`config.mk`:
```
export PLATFORM = sky130hd
export DESIGN_NAME = param_stack
export DESIGN_NICKNAME = d
export VERILOG_FILES = /design/src/rtl/stack_pkg.sv /design/src/rtl/stack_regs.sv /design/src/rtl/param_stack.sv
export SDC_FILE = /design/constraint.sdc
export NUM_CORES = 1
export LEC_CHECK = 0
export BUFFER_PORTS_ARGS = -buffer_cell sky130_fd_sc_hd__clkbuf_2
export CAP_MARGIN = 20
export CORE_AREA = 2 2 248 250
export DETAILED_ROUTE_END_ITERATION = 6
export DIE_AREA = 0 0 250 252
export GPL_TIMING_DRIVEN = 0
export SLEW_MARGIN = 15
export SYNTH_ARGS = -nofsm -noshare
export SYNTH_HDL_FRONTEND = slang
export SYNTH_SLANG_ARGS = --single-unit
```
`constraint.sdc`:
```
create_clock -name clk -period 4.9 [get_ports clk]
set_input_delay 0.49 -clock clk [delete_from_list [all_inputs] [get_ports clk]]
set_output_delay 0.49 -clock clk [all_outputs]
set_load 0.01 [all_outputs]
```
`src/rtl/stack_pkg.sv`:
```
// Shared definitions for the parametrised operand stack under rpncalc.
package stack_pkg;

    localparam int unsigned STACK_WIDTH = 16;
    localparam int unsigned STACK_DEPTH = 16;
    localparam int unsigned STACK_CNT_W = 8;

    typedef enum logic [2:0] {
        NOP   = 3'd0,
        PUSH  = 3'd1,
        POP   = 3'd2,
        DUP   = 3'd3,
        SWAP  = 3'd4,
        REPL2 = 3'd5,
        CLEAR = 3'd6
    } stack_op_e;

endpackage

```
`src/rtl/stack_regs.sv`:
```
// DEPTH x WIDTH register array with two write ports and read ports at count-1 / count-2.
module stack_regs
    import stack_pkg::*;
#(
    parameter int unsigned WIDTH = STACK_WIDTH,
    parameter int unsigned DEPTH = STACK_DEPTH,
    parameter int unsigned CNT_W = STACK_CNT_W,
    parameter int unsigned AW    = $clog2(DEPTH)
) (
    input  logic             clk,
    input  logic             we0,
    input  logic [AW-1:0]    waddr0,
    input  logic [WIDTH-1:0] wdata0,
    input  logic             we1,
    input  logic [AW-1:0]    waddr1,
    input  logic [WIDTH-1:0] wdata1,
    input  logic [CNT_W-1:0] count,
    output logic [WIDTH-1:0] rd_top,
    output logic [WIDTH-1:0] rd_next
);

    logic [WIDTH-1:0] mem [DEPTH];
    logic [AW-1:0]    top_addr;
    logic [AW-1:0]    next_addr;

    // Contents are not reset; the count alone decides which slots are valid.
    always_ff @(posedge clk) begin
        if (we0) begin
            mem[waddr0] <= wdata0;
        end
        if (we1) begin
            mem[waddr1] <= wdata1;
        end
    end

    always_comb begin
        top_addr  = AW'(count - CNT_W'(1));
        next_addr = AW'(count - CNT_W'(2));
        rd_top    = (count == '0) ? '0 : mem[top_addr];
        rd_next   = (count < CNT_W'(2)) ? '0 : mem[next_addr];
    end

endmodule

```
`src/rtl/param_stack.sv`:
```
// LIFO stack with single-cycle PUSH/POP/DUP/SWAP/REPL2/CLEAR and sticky error flags.
module param_stack
    import stack_pkg::*;
#(
    parameter int unsigned WIDTH = STACK_WIDTH,
    parameter int unsigned DEPTH = STACK_DEPTH,
    parameter int unsigned CNT_W = STACK_CNT_W
) (
    input  logic             clk,
    input  logic             rst,
    input  logic [2:0]       op,
    input  logic [WIDTH-1:0] val,
    input  logic             err_clr,
    output logic [WIDTH-1:0] top,
    output logic [WIDTH-1:0] next,
    output logic [CNT_W-1:0] counter,
    output logic             full,
    output logic             empty,
    output logic             ovf,
    output logic             unf
);

    localparam int unsigned AW = $clog2(DEPTH);
    localparam logic [CNT_W-1:0] DepthCnt = CNT_W'(DEPTH);

    logic [CNT_W-1:0] count_q, count_d;
    logic             ovf_q, ovf_d;
    logic             unf_q, unf_d;
    logic             ovf_set, unf_set;

    logic             we0, we1;
    logic [AW-1:0]    waddr0, waddr1;
    logic [WIDTH-1:0] wdata0, wdata1;
    logic [AW-1:0]    addr_cnt, addr_m1, addr_m2;
    logic             is_full, is_empty, lt_two;

    assign is_full  = (count_q == DepthCnt);
    assign is_empty = (count_q == '0);
    assign lt_two   = (count_q < CNT_W'(2));
    assign addr_cnt = AW'(count_q);
    assign addr_m1  = AW'(count_q - CNT_W'(1));
    assign addr_m2  = AW'(count_q - CNT_W'(2));

    always_comb begin
        count_d = count_q;
        ovf_set = 1'b0;
        unf_set = 1'b0;
        we0     = 1'b0;
        we1     = 1'b0;
        waddr0  = addr_cnt;
        waddr1  = addr_m2;
        wdata0  = val;
        wdata1  = top;
        case (op)
            PUSH: begin
                if (is_full) begin
                    ovf_set = 1'b1;
                end else begin
                    we0     = 1'b1;
                    count_d = count_q + CNT_W'(1);
                end
            end
            POP: begin
                if (is_empty) begin
                    unf_set = 1'b1;
                end else begin
                    count_d = count_q - CNT_W'(1);
                end
            end
            DUP: begin
                if (is_empty) begin
                    unf_set = 1'b1;
                end else if (is_full) begin
                    ovf_set = 1'b1;
                end else begin
                    we0     = 1'b1;
                    wdata0  = top;
                    count_d = count_q + CNT_W'(1);
                end
            end
            SWAP: begin
                if (lt_two) begin
                    unf_set = 1'b1;
                end else begin
                    we0    = 1'b1;
                    waddr0 = addr_m1;
                    wdata0 = next;
                    we1    = 1'b1;
                end
            end
            REPL2: begin
                if (lt_two) begin
                    unf_set = 1'b1;
                end else begin
                    we0     = 1'b1;
                    waddr0  = addr_m2;
                    count_d = count_q - CNT_W'(1);
                end
            end
            CLEAR:   count_d = '0;
            default: ;
        endcase
        // A new error wins over err_clr on the same edge.
        ovf_d = (ovf_q & ~err_clr) | ovf_set;
        unf_d = (unf_q & ~err_clr) | unf_set;
    end

    always_ff @(posedge clk) begin
        if (rst) begin
            count_q <= '0;
            ovf_q   <= 1'b0;
            unf_q   <= 1'b0;
        end else begin
            count_q <= count_d;
            ovf_q   <= ovf_d;
            unf_q   <= unf_d;
        end
    end

    stack_regs #(
        .WIDTH (WIDTH),
        .DEPTH (DEPTH),
        .CNT_W (CNT_W),
        .AW    (AW)
    ) u_regs (
        .clk     (clk),
        .we0     (we0 & ~rst),
        .waddr0  (waddr0),
        .wdata0  (wdata0),
        .we1     (we1 & ~rst),
        .waddr1  (waddr1),
        .wdata1  (wdata1),
        .count   (count_q),
        .rd_top  (top),
        .rd_next (next)
    );

    assign counter = count_q;
    assign full    = is_full;
    assign empty   = is_empty;
    assign ovf     = ovf_q;
    assign unf     = unf_q;

endmodule

```
Yosys cells after proc, flatten, opt, wreduce, memory -nomap -nowiden --
Memory sizes are Yosys's and may differ from the RTL's. Index checks and enable logic that the tools add are counted.
Operators by class: add/subtract/negate cells 3, magnitude comparators 1, equality and inequality tests 10, muxes and demuxes 29, bitwise operators 8, reductions and logical operators 5
Operators by type and width (number):
- $mux W16 | 5
- $pmux W8 S5 | 1
- $mux W8 | 4
- $pmux W16 S2 | 1
- $mux W1 | 12
- $eq A3 B3 Y1 const B | 3
- $add A8 B1 Y8 const B | 1
- $eq A8 B5 Y1 const B | 1
- $logic_not A8 Y1 | 1
- $lt A8 B2 Y1 const B | 1
- $mux W4 | 2
- $pmux W4 S2 | 1
- $sub A8 B1 Y8 const B | 1
- $eq A3 B2 Y1 const B | 2
- $ne A2 B2 Y1 const B | 3
- $reduce_bool A5 Y1 | 1
- $and A1 B1 Y1 | 4
- $pmux W1 S2 | 2
- $reduce_and A4 Y1 | 1
- $reduce_or A2 Y1 | 2
- $sub A4 B2 Y4 const B | 1
- $eq A3 B1 Y1 const B | 1
- $pmux W1 S3 | 1
- $not A1 Y1 | 2
- $or A1 B1 Y1 | 2
Word-level totals: bits in registers 10, bits in writable memories 256, input port bits 22, output and inout bits 44, logic and storage cells 60, memories 1
Memories:
- u_regs.mem | words 16, width 16, read ports 2, clocked after Yosys merged registers in 0, wr ports 2, RTL line stack_regs.sv:22 | logic [WIDTH-1:0] mem [DEPTH];

Depth between registers and ports, before layout --
word-level depth 7, gate-level depth with buffers 17, mapped depth without buffers 7

Cells and area by module --
From an unflattened synthesis, not the netlist that was laid out.
Second synthesis, totals: cell total of the unflattened synthesis 1177, area total of the unflattened synthesis 16884.9 um^2
Modules (own cells, without submodules):
- stack_regs | instances 1, cells an instance 978, area an instance 15474.8 um^2, seq. area each 7687.4 um^2
- param_stack | instances 1, cells an instance 199, area an instance 1410.1 um^2, seq. area each 200.2 um^2

Least setup slack after synthesis --
Ideal clock, no wire load.
path type register -> register, start register count_q[0] (netlist: counter[0]), end memory u_regs.mem[1][0] (netlist name), enable pin, setup time 0.414 ns, arrival time 4.178 ns, data required time 4.486 ns, slack 0.308 ns, stages on the path, launching flop included 15, buffers on the path 7, clock period less this slack 4.592 ns, cell sequence dfxtp_1 buf_2 buf_6 buf_8 buf_8 buf_6 buf_2 inv_1 ha_1 xnor2_2 buf_4 mux2i_1 a2bb2oi_1 o21ai_1 o31ai_1
RTL lines:
- from (decl) | RTL line param_stack.sv:26 | logic [CNT_W-1:0] count_q, count_d;
- from (signal assigned) | RTL line param_stack.sv:114 | count_q <= count_d;
- to (decl) | RTL line stack_regs.sv:22

Worst setup path in the final report --
start register count_q[0] (netlist: counter[0]), end output port top[7]
Between the ends: word-level cells in the longest chain between the ends 3, elaborated cells on any way between the ends 4, classes of those cells add/sub: 1; mux: 1; reduce/logical: 1; memory: 1
Ends and longest elaborated chain:
- $sub A8 B1 Y8 | RTL line stack_regs.sv:37 | top_addr = AW'(count - CNT_W'(1));
- $mem_v2 Z16 W16
- $mux W16 (*) | RTL line stack_regs.sv:39 | rd_top = (count == '0) ? '0 : mem[top_addr];
- to (decl) | RTL line param_stack.sv:14 | output logic [WIDTH-1:0] top,
Every way passes the cells marked *; elsewhere a longest branch is shown, timed or not.

==> metrics <==
Routed WL 70,800 um; Synth Cell Area 17,900 um2; top post-synthesis cells by count a21oi_1 (272), edfxtp_1 (256), a31oi_1 (248), mux4_2 (117), clkbuf_1 (108); Rows 90; power share of the sequential group 27.5%; Synth Net Count 1,543; most common cell in the synthesized netlist a21oi_1; Synth Flop Type edfxtp_1; CP max stage delay 0.39 ns; DIE AREA 63,000 um2; post-DP HPWL 54,800 um; I/O Pins 66; drt pass-1 iters 7; FF-to-FF Start counter[1]; Worst Setup Start Kind register; CTS tree done; CP max-delay cell dfxtp_1; gpl congestion 1.00; Hold Path Depth 3; GRT Residual Overflow 0; pwr dens 452 nW/um2; post-synthesis register bit count 266; Fmax 0.209 GHz; Hold Crit Class input port to register; CP Data Required Time 4.41 ns; net switching power 4.02 mW; critical path arrival 4.30 ns; number of H-tree levels 1; Worst Setup End Kind output pin; DIE WIDTH 250 um; failing checks DRC; Total Power 9.59 mW; layout cells sized above 1 28.8%; Post-synth EDFFs 256; FILL cells 5,867; Starting Density 29.8%; top-area cell type share of the netlist area 42.9%; crit-path cells buf_2 > buf_12 > buf_8 > buf_8 > buf_12 > inv_1 > ha_1 > buf_4 > clkbuf_8 > mux4_2 > mux2i_2 > mux2i_4 > buf_2 > and2_1 > clkbuf_2; Final WS setup 0.113 ns; Peak supply drop 0.000339 V; R2R setup slack 0.12 ns; final setup fails 0; path type of the worst setup path register to output pin; CTS Root Cell clkbuf_16; final slew viol count 0; synthesized area per cell 11.9 um2; internal power 5.57 mW; Max Cap Viol 0; Die Height 252 um; Final Net Count 1,657; Sw Share 41.9%; Logic pwr share 47.8%; Antenna diodes 0; DR vias/cell 6.36; PortBufs 65; total CTS buffers 30; core area 60,100 um2; P&R area growth vs syn 18.4%; Post-route DRC 1; initial antenna violation count 1; first-pass GRT wire length 102,000 um; DP Worst Slack -0.949 ns; Overall Global Routing Usage 21.8%; hold path start err_clr; clk slew on worst S/H paths 0.07 ns; synth top area cells edfxtp_1 (43%), mux4_2 (15%), a31oi_1 (8.7%); largest fanout on the critical path 19; vias in the first global route 15,000; Reg2Reg Capture Point u_regs.mem[7][9]; CTS Sinks 266; largest net degree at the start of global routing 29; RSZ-0062 raised after global routing false; clock share of power 24.7%; register area share after synthesis 44.0%; Gate Count Post-Synth 1,511; Least-Margin Pin Slew 1.20 ns; final setup skew 0.0220 ns; YS warnings 0; worst skew pair latency 0.59 ns; endpoints failing hold 0; status finished, violations left; Slew headroom 19.7%; drt initial violations 2,176; fin crit period 4.79 ns; cell accounting for the most synthesized area edfxtp_1; Netlist cell types 77; Post-synth ARST share 0%; CTS max path bufs 3; hold endpoint ovf; Post-DRT Antenna Nets 0; final worst-path cycle share 97.7%; WL per Instance 29.1 um; Leak 6.80 nW; routed via count 15,400; R2R depth 12
## power groups by stage
| stage | registers (mW) | logic [mW] | clock network (mW) |
|---|---|---|---|
| floorplan | 2.69 | 2.61 | 0 |
| global placement | 2.69 | 3.96 | 0 |
| detailed placement | 2.69 | 4.06 | 0 |
| CTS | 2.64 | 4.41 | 2.35 |
| global route | 2.64 | 4.75 | 2.44 |
| finish | 2.64 | 4.58 | 2.37 |
## metrics by stage
stage / area [um2] / instances / utilization (%) / TNS (ns) / hold slack (ns)
2_1_floorplan: 17900 / 1511 / - / 0 / 0.493
3_3_place_gp: 19200 / 2358 / 32.0 / -564.91 / 0.482
3_5_place_dp: 19700 / 2374 / 32.8 / -240.51 / 0.466
4_1_cts: 21100 / 2427 / 35.1 / 0 / 0.171
5_1_grt: 21200 / 2429 / 35.3 / 0 / 0.196
6_report: 21200 / 2429 / 35.3 / 0 / 0.176
## critical path: cells and delay by family, from the launching register on
kind | cells | cell delay [ns]
buffers and inverters | 10 | 1.95
muxes | 3 | 0.81
DFF | 1 | 0.39
adders and majority gates | 1 | 0.31
and+or+nand+nor | 1 | 0.22
## layout by cell type (no fill, tap or decap), types with 10 or more instances in the layout
master	instances
dfxtp_1	10
or3b_2	11
mux4_2	117
buf_2	39
a31oi_1	248
inv_1	14
buf_4	26
and2_1	19
mux2i_4	38
ha_1	10
a21oi_1	271
mux2i_1	13
o31ai_4	16
buf_8	19
nor3_1	68
a31oi_2	10
buf_6	19
a211oi_4	13
nor2b_1	18
nand4_1	20
clkbuf_1	97
edfxtp_1	256
nand2_1	21
clkbuf_16	31
o22ai_1	15
nor2_1	15
clkbuf_2	73
## per-layer routing
metal  part of all wire (%)  GRT usage, %  up-vias
met1                     38          27.6     7714
li1                       -             -     6460
met4                    4.2          8.88        2
met3                     11          4.75      186
met5                  0.018             0        -
met2                     47          36.2     1087
## sequential cells by signal (all words and copies together), names as in the netlist
signal      count
unf             1
u_regs.mem    256
ovf             1
counter         8
## how the worst max path moves through the flow
stage | start | endpoint | slack [ns] | cells past startpoint
2_1_floorplan | counter[0] | u_regs.mem[1][0] | 0.31 | 14
3_3_place_gp | counter[1] | u_regs.mem[7][9] | -1.88 | 12
3_5_place_dp | counter[1] | u_regs.mem[7][5] | -0.95 | 14
4_1_cts | counter[0] | top[7] | 0.03 | 15
5_1_grt | counter[0] | top[3] | 0.001 | 15
6_report | counter[0] | top[7] | 0.11 | 15
## kinds of logic after synthesis
kind of cell    share of synthesized area, %
compound gates                          21.5
flops                                   44.0
buf+inv                                 6.38
simple gates                            6.62
mux                                     20.4
fa+ha+maj                              0.698
xor+xnor                               0.377
## layout make-up
type | instances | area (um2) | area share, %
repair buffers | 85 | 608 | 2.86
inverters | 14 | 52.6 | 0.247
clock buffers | 34 | 787 | 3.71
flip-flops and latches | 266 | 7890 | 37.1
plain buffers | 203 | 1200 | 5.64
well taps | 782 | 978 | 4.61
multi-input cells | 1025 | 9520 | 44.8
clock inverters | 20 | 205 | 0.966
## timing repair
item | in CTS | in global routing
setup buffers | 2 | 0
pin swaps | 1 | 0
hold buffers | 0 | 0
cloned | 0 | 0
endpoints found under the setup margin | 545 | 97
gates resized for setup | 81 | 27
(Power assumes the default switching activity.)
